### config.mk
export PLATFORM = sky130hd
export DESIGN_NAME = regfile_reader_flat
export DESIGN_NICKNAME = d
export VERILOG_FILES = /design/src/rtl/regfile_reader_if.sv /design/src/rtl/regfile_reader.sv /design/src/flat_wrapper.sv
export SDC_FILE = /design/constraint.sdc
export NUM_CORES = 1
export LEC_CHECK = 0
export BUFFER_PORTS_ARGS = -buffer_cell sky130_fd_sc_hd__buf_2
export CAP_MARGIN = 5
export CORE_AREA = 2 2 448 450
export DETAILED_ROUTE_END_ITERATION = 12
export DIE_AREA = 0 0 450 452
export PLACE_DENSITY = 0.33
export SYNTH_ARGS = -nofsm -noshare
export SYNTH_HDL_FRONTEND = slang
export SYNTH_SLANG_ARGS = --single-unit
export TNS_END_PERCENT = 5
### constraint.sdc
create_clock -name clk -period 2.6 [get_ports clk]
set_input_delay 0.39 -clock clk [delete_from_list [all_inputs] [get_ports clk]]
set_output_delay 0.39 -clock clk [all_outputs]
set_load 0.02 [all_outputs]
### src/rtl/regfile_reader_if.sv
// regfile_reader_if: request/response bus between a requester and the register-file read stage
interface regfile_reader_if #(
    parameter int WIDTH = 32,
    parameter int NREG  = 32
);
    localparam int AW = $clog2(NREG);

    logic [NREG*WIDTH-1:0] regs;
    logic                  req_valid;
    logic                  req_ready;
    logic [AW-1:0]         ra1;
    logic [AW-1:0]         ra2;
    logic                  we;
    logic [AW-1:0]         wa;
    logic [WIDTH-1:0]      wd;
    logic                  rsp_valid;
    logic                  rsp_ready;
    logic [WIDTH-1:0]      rd1;
    logic [WIDTH-1:0]      rd2;

    modport master (
        output regs, req_valid, ra1, ra2, we, wa, wd, rsp_ready,
        input  req_ready, rsp_valid, rd1, rd2
    );

    modport slave (
        input  regs, req_valid, ra1, ra2, we, wa, wd, rsp_ready,
        output req_ready, rsp_valid, rd1, rd2
    );
endinterface

### src/rtl/regfile_reader.sv
// regfile_reader: two-port register read stage with write bypass and a one-entry response buffer
module regfile_reader #(
    parameter int WIDTH = 32,
    parameter int NREG  = 32
) (
    input  logic              clk,
    input  logic              reset,
    regfile_reader_if.slave   bus
);
    localparam int AW = $clog2(NREG);

    typedef enum logic {EMPTY, FULL} state_t;

    state_t           r_state, w_state_nxt;
    logic [WIDTH-1:0] r_rd1, r_rd2, w_rd1_nxt, w_rd2_nxt;
    logic [AW-1:0]    r_a1, r_a2, w_a1_nxt, w_a2_nxt;
    logic             w_req_ready, w_accept, w_wr;

    // Address 0 and out-of-range addresses read zero; a same-cycle write wins over the bank contents
    function automatic logic [WIDTH-1:0] rd_port(input logic [AW-1:0] addr);
        if (addr == '0 || int'(addr) >= NREG) return '0;
        if (bus.we && bus.wa == addr) return bus.wd;
        return bus.regs[int'(addr)*WIDTH +: WIDTH];
    endfunction

    // Handshake, next state, and capture or refresh of the held response
    always_comb begin
        w_req_ready = (r_state == EMPTY) | bus.rsp_ready;
        w_accept    = bus.req_valid & w_req_ready;
        w_wr        = bus.we & (bus.wa != '0);
        w_state_nxt = r_state;
        w_rd1_nxt   = r_rd1;
        w_rd2_nxt   = r_rd2;
        w_a1_nxt    = r_a1;
        w_a2_nxt    = r_a2;
        if (w_accept) begin
            w_state_nxt = FULL;
            w_rd1_nxt   = rd_port(bus.ra1);
            w_rd2_nxt   = rd_port(bus.ra2);
            w_a1_nxt    = bus.ra1;
            w_a2_nxt    = bus.ra2;
        end else if (r_state == FULL) begin
            w_state_nxt = bus.rsp_ready ? EMPTY : FULL;
            w_rd1_nxt   = (w_wr && bus.wa == r_a1) ? bus.wd : r_rd1;
            w_rd2_nxt   = (w_wr && bus.wa == r_a2) ? bus.wd : r_rd2;
        end
    end

    // State and response registers, cleared immediately on reset
    always_ff @(posedge clk or negedge reset) begin
        if (!reset) begin
            r_state <= EMPTY;
            r_rd1   <= '0;
            r_rd2   <= '0;
            r_a1    <= '0;
            r_a2    <= '0;
        end else begin
            r_state <= w_state_nxt;
            r_rd1   <= w_rd1_nxt;
            r_rd2   <= w_rd2_nxt;
            r_a1    <= w_a1_nxt;
            r_a2    <= w_a2_nxt;
        end
    end

    assign bus.req_ready = w_req_ready;
    assign bus.rsp_valid = (r_state == FULL);
    assign bus.rd1       = r_rd1;
    assign bus.rd2       = r_rd2;
endmodule

### src/flat_wrapper.sv
// flat-port wrapper written by rule: the top's interface ports become plain ports
module regfile_reader_flat 
#(
    parameter int WIDTH = 32,
    parameter int NREG  = 32
)
  (clk, reset, bus_regs, bus_req_valid, bus_ra1, bus_ra2, bus_we, bus_wa, bus_wd, bus_rsp_ready, bus_req_ready, bus_rsp_valid, bus_rd1, bus_rd2);
  regfile_reader_if #(.WIDTH(WIDTH), .NREG(NREG)) bus_i ();
  input  logic clk;
  input  logic reset;
  input wire logic [$bits(bus_i.regs)-1:0] bus_regs;
  input wire logic [$bits(bus_i.req_valid)-1:0] bus_req_valid;
  input wire logic [$bits(bus_i.ra1)-1:0] bus_ra1;
  input wire logic [$bits(bus_i.ra2)-1:0] bus_ra2;
  input wire logic [$bits(bus_i.we)-1:0] bus_we;
  input wire logic [$bits(bus_i.wa)-1:0] bus_wa;
  input wire logic [$bits(bus_i.wd)-1:0] bus_wd;
  input wire logic [$bits(bus_i.rsp_ready)-1:0] bus_rsp_ready;
  output wire logic [$bits(bus_i.req_ready)-1:0] bus_req_ready;
  output wire logic [$bits(bus_i.rsp_valid)-1:0] bus_rsp_valid;
  output wire logic [$bits(bus_i.rd1)-1:0] bus_rd1;
  output wire logic [$bits(bus_i.rd2)-1:0] bus_rd2;
  assign bus_i.regs = bus_regs;
  assign bus_i.req_valid = bus_req_valid;
  assign bus_i.ra1 = bus_ra1;
  assign bus_i.ra2 = bus_ra2;
  assign bus_i.we = bus_we;
  assign bus_i.wa = bus_wa;
  assign bus_i.wd = bus_wd;
  assign bus_i.rsp_ready = bus_rsp_ready;
  assign bus_req_ready = bus_i.req_ready;
  assign bus_rsp_valid = bus_i.rsp_valid;
  assign bus_rd1 = bus_i.rd1;
  assign bus_rd2 = bus_i.rd2;
  regfile_reader #(.WIDTH(WIDTH), .NREG(NREG)) u_core (.clk(clk), .reset(reset), .bus(bus_i));
endmodule
==> Yosys cells after proc, flatten, opt, wreduce, memory -nomap -nowiden <==
Index checks and enable logic that the tools add are counted.
{ "word_totals": {"elab_cells": 54, "regBits": 75, "inputBits": 1076, "out_inout_bits": 66} }
{ "classes": {"n_eq_ne": 4, "reduce_logical": 12, "bitwise": 4, "shift": 2, "n_mux": 27} }
{ "op_table": {"columns": ["cell", "count"], "rows": [
  ["$shiftx A1024 B11 Y32", 2],
  ["$mux W32", 14],
  ["$eq A5 B5 Y1", 4],
  ["$mux W1", 13],
  ["$logic_not A5 Y1", 2],
  ["$reduce_bool A2 Y1", 3],
  ["$reduce_bool A5 Y1", 1],
  ["$logic_and A1 B1 Y1", 4],
  ["$reduce_and A2 Y1", 2],
  ["$and A1 B1 Y1", 2],
  ["$not A1 Y1", 1],
  ["$or A1 B1 Y1", 1]
]} }

==> Longest topological paths before layout <==
{ "depth": {"ltp_word": 9, "mapped_depth": 9, "mapped_depth_nobuf": 5} }

==> Worst setup path after synthesis <==
No wires, ideal clock.
{ "synth_path": {"kind": "input to register", "startpoint": "in bus_ra1[0]", "endpoint": "reg u_core.r_rd1[31], in the netlist u_core.bus.rd1[31]", "path_stages": 7, "path_buffers": 3, "t_required_ns": 2.474, "slack_ns": 0.470, "setup_time_ns": 0.126, "arrival_time_ns": 2.004, "path_cell_list": "buf_2 > buf_2 > buf_2 > mux4_2 > o22ai_1 > nor4_1 > a221o_1"} }
{ "synth_via": {"elab_chain_cells": 8, "elab_cells_between_ends": 13, "cone_classes": "eq/ne: 1; shift: 1; mux: 9; reduce/logical: 2"} }
{ "synth_lines": {"columns": ["element", "line", "rtl"], "rows": [
  ["from (decl)", "flat_wrapper.sv:13", "input wire logic [$bits(bus_i.ra1)-1:0] bus_ra1;"],
  ["parallel branches: the longest is 6 deep, another holds $shiftx A1024 B11 Y32", null, null],
  ["$mux W32 (*)", "regfile_reader.sv:22", "if (bus.we && bus.wa == addr) return bus.wd;"],
  ["$mux W32 (*)", "regfile_reader.sv:36", "if (w_accept) begin"],
  ["to (signal assigned)", "regfile_reader.sv:59", "r_rd1 <= w_rd1_nxt;"],
  ["to (decl)", "regfile_reader.sv:15", "logic [WIDTH-1:0] r_rd1, r_rd2, w_rd1_nxt, w_rd2_nxt;"]
]} }
Mark *: on every way between the ends. The select of a mux whose other input is x is not followed.
A chain may end at the register's enable or synchronous reset.

==> Worst setup path in the final report <==
{ "layout_path": {"startpoint": "in bus_ra2[3]", "endpoint": "reg u_core.r_rd2[31], in the netlist u_core.bus.rd2[31]"} }
{ "layout_via": {"elab_chain_cells": 8, "elab_cells_between_ends": 13, "cone_classes": "eq/ne: 1; shift: 1; mux: 9; reduce/logical: 2"} }
{ "layout_lines": {"columns": ["element", "line", "rtl"], "rows": [
  ["from (decl)", "flat_wrapper.sv:14", "input wire logic [$bits(bus_i.ra2)-1:0] bus_ra2;"],
  ["parallel branches: the longest is 6 deep, another holds $shiftx A1024 B11 Y32", null, null],
  ["$mux W32 (*)", "regfile_reader.sv:22", null],
  ["$mux W32 (*)", "regfile_reader.sv:36", null],
  ["to (signal assigned)", "regfile_reader.sv:60", "r_rd2 <= w_rd2_nxt;"],
  ["to (decl)", "regfile_reader.sv:15", null]
]} }
Marked as above.

==> flow_metrics.tcl <==
set metrics [dict create \
    outcome "finished clean" \
    slew_viol_final 0 \
    maxCapViolations 0 \
    rr_worst_depth 5 \
    grt_pass1_vias 25715 \
    synth-edff-count 0 \
    synth.area.top_cells "mux4_2, mux2i_1, a22oi_1" \
    cts_tree "built" \
    required_ns 2.93 \
    crit_start "bus_ra2[3]" \
    tns_ns 0 \
    synth_nets 2881 \
    yosysWarnings 0 \
    die_area_um2 203000 \
    grt_pass1_wl_mm 277 \
    drc 0 \
    leakagePower_nw 13.4 \
    grtUsageTotal_pct 20.8 \
    nFillCells 22604 \
    totalWireLength_mm 222 \
    syn_avg_cell_area_um2 10.7 \
    numCtsBuffers 9 \
    start_kind "primary input" \
    cts-htree-levels 3 \
    area_growth_pct 60.7 \
    post-route-period-util_pct 94.8 \
    routedWlPerCell_um 38.7 \
    setup_viol 0 \
    netlist.area_leader.share_pct 29.9 \
    clock_latency_ns 0.44 \
    clock_tree.root_cell "clkbuf_16" \
    fin_util_pct 15.6 \
    cts.sinks 75 \
    endpoint "u_core.bus.rd2[31]$_DFFE_PN0P_" \
    via_per_inst 4.54 \
    synth_cells 1805 \
    die_w_um 450 \
    dp_hpwl_mm 189 \
    period_minus_slack_ns 2.47 \
    finalHoldViolCount 0 \
    firstDrtPassIters 5 \
    fin_skew_ns 0.0187 \
    worstPathArrival_ns 2.79 \
    core_area_um2 199000 \
    antenna_left 0 \
    r2r-end "u_core.bus.rd1[6]$_DFFE_PN0P_" \
    tightest_slew_ns 0.878 \
    max-clock-path-buffers 2 \
    end_kind "register" \
    synth_area_um2 19300 \
    relSlewSlack_pct 41.3 \
    yosysTopAreaCell "mux4_2" \
    timing_worst_setup_path_type "in2reg" \
    port_buffers 1141 \
    yosys-top-cells-count "mux2i_1, mux4_2, a22oi_1" \
    gp_congestion 0.944 \
    synth.distinct_cells 61 \
    layout-drive-gt1-share_pct 57.8 \
    reg2reg_from "u_core.bus.rsp_valid$_DFF_PN0_" \
    grt_max_degree 40 \
    maxClockFrequency_ghz 0.406 \
    p_total_mw 9.50 \
    cp_max_fo 17 \
    rows 164 \
    antenna_found_initial 202 \
    drt-initial-drc-count 2828 \
    power_density_nw_per_um2 307 \
    yosysSeqAreaShare_pct 9.74 \
    clkTransAtPathRegs_ns 0.09 \
    ys.flop_type "dfrtp_1" \
    reg2reg_slack_ns 0.44 \
    nNetsFinal 4082 \
    yosysMostFrequentCell "mux2i_1" \
    start_util_pct 9.71 \
    die_y_um 452 \
    io_pins 1142 \
    rsz0062_at_grt "no" \
    vias 26018 \
    ir_worst_vdd_v 0.000412 \
    min_path_type "in2reg" \
    ys_ff_latch 75 \
    grt_overflow_total 0 \
    synthArstFlopShare_pct 100 \
]
-- worst max-delay path: stages --
cell      delay [ns]
buf_2           0.45
nor4bb_4        0.63
buf_12          0.28
a22oi_1         0.23
nand4_1         0.26
buf_12          0.15
nor4_1          0.05
a221o_1         0.26
-- repair_timing --
| item | 4_1_cts | 5_1_grt |
|---|---|---|
| hold buffers | 1 | 0 |
| setup endpoints to repair | 1 | 0 |
| gates resized for setup | 1 | 0 |
| endpoints found under the hold margin | 21 | 0 |
| buffers inserted | 0 | 0 |
-- metal layers --
metal | global-route usage, % | up-vias | routed length (um)
met5 | 0 | - | 495
met4 | 6.12 | 78 | 6380
met3 | 6.11 | 366 | 19600
met2 | 36.3 | 1781 | 110000
met1 | 24.6 | 13452 | 84800
li1 | - | 10341 | -
-- cells in the final DEF, fill, tap and decap left out, drive strengths merged, types with 6 or more instances in the layout --
cell type | synthesis | routed
a211oi | 16 | 16
a221o | 64 | 64
a22oi | 252 | 252
and4b | 6 | 6
and4bb | 8 | 8
buf | 162 | 1423
clkbuf | 72 | 10
dfrtp | 75 | 75
diode | 0 | 65
mux2i | 510 | 510
mux4 | 256 | 256
nand2 | 41 | 41
nand3 | 6 | 6
nand4 | 64 | 64
nor2 | 7 | 7
nor2b | 17 | 17
nor4 | 65 | 65
nor4b | 7 | 7
o22ai | 111 | 111
xnor2 | 11 | 11
xor2 | 9 | 9
-- power by group --
part,internal (mW),switching (mW)
registers,1.40,0.231
clock network,1.04,0.770
logic,2.61,3.44
total,5.06,4.44
-- sequential cells by signal, indices dropped and copies added, names as in the netlist --
name                  flops
u_core.r_a1               5
u_core.bus.rd2           32
u_core.r_a2               5
u_core.bus.rd1           32
u_core.bus.rsp_valid      1
-- final cells by class --
| class | instances | area, um^2 | area share, % |
|---|---|---|---|
| Multi-Input combinational cell | 1496 | 16400 | 52.9 |
| Timing Repair Buffer | 1424 | 8860 | 28.6 |
| Tap cell | 2656 | 3320 | 10.7 |
| Sequential cell | 75 | 1880 | 6.06 |
| Clock buffer | 10 | 229 | 0.739 |
| Antenna cell | 65 | 163 | 0.525 |
| Clock inverter | 6 | 138 | 0.444 |
-- logic make-up after synthesis --
logic type | Yosys count | share of synthesized area, %
muxes | 767 | 56.4
AOI/OAI and AO/OA | 458 | 18.2
and+or+nand+nor | 251 | 8.60
buffers and inverters | 234 | 6.10
DFF | 75 | 9.74
xor gates and xnor gates | 20 | 0.909
-- per-stage QoR --
stage / std cells / hold WS, ns / setup slack (ns) / instance area [um^2]
final: 5732 / 0.222 / 0.134 / 31000
after global routing: 5703 / 0.193 / 0.0319 / 30900
after floorplan: 1805 / 0.0944 / 0.470 / 19300
after detailed placement: 5650 / 0.430 / -0.604 / 30400
after CTS: 5667 / 0.163 / 0.0830 / 30800
after global placement: 5650 / 0.448 / -0.642 / 30400
-- how the worst min path moves through the flow --
| stage | endpoint | start | slack, ns | depth (start not counted) |
|---|---|---|---|---|
| finish | u_core.bus.rd2[9]$_DFFE_PN0P_ | bus_wd[9] | 0.22 | 2 |
| global route | u_core.bus.rd1[9]$_DFFE_PN0P_ | bus_wd[9] | 0.19 | 2 |
| CTS | u_core.bus.rd1[9]$_DFFE_PN0P_ | bus_wd[9] | 0.16 | 2 |
| detailed placement | u_core.bus.rd1[24]$_DFFE_PN0P_ | reset | 0.43 | 1 |
| global placement | u_core.bus.rd1[24]$_DFFE_PN0P_ | reset | 0.45 | 1 |
| floorplan | u_core.bus.rd1[0]$_DFFE_PN0P_ | reset | 0.09 | 0 |
Power figures use the tool's default switching activity.
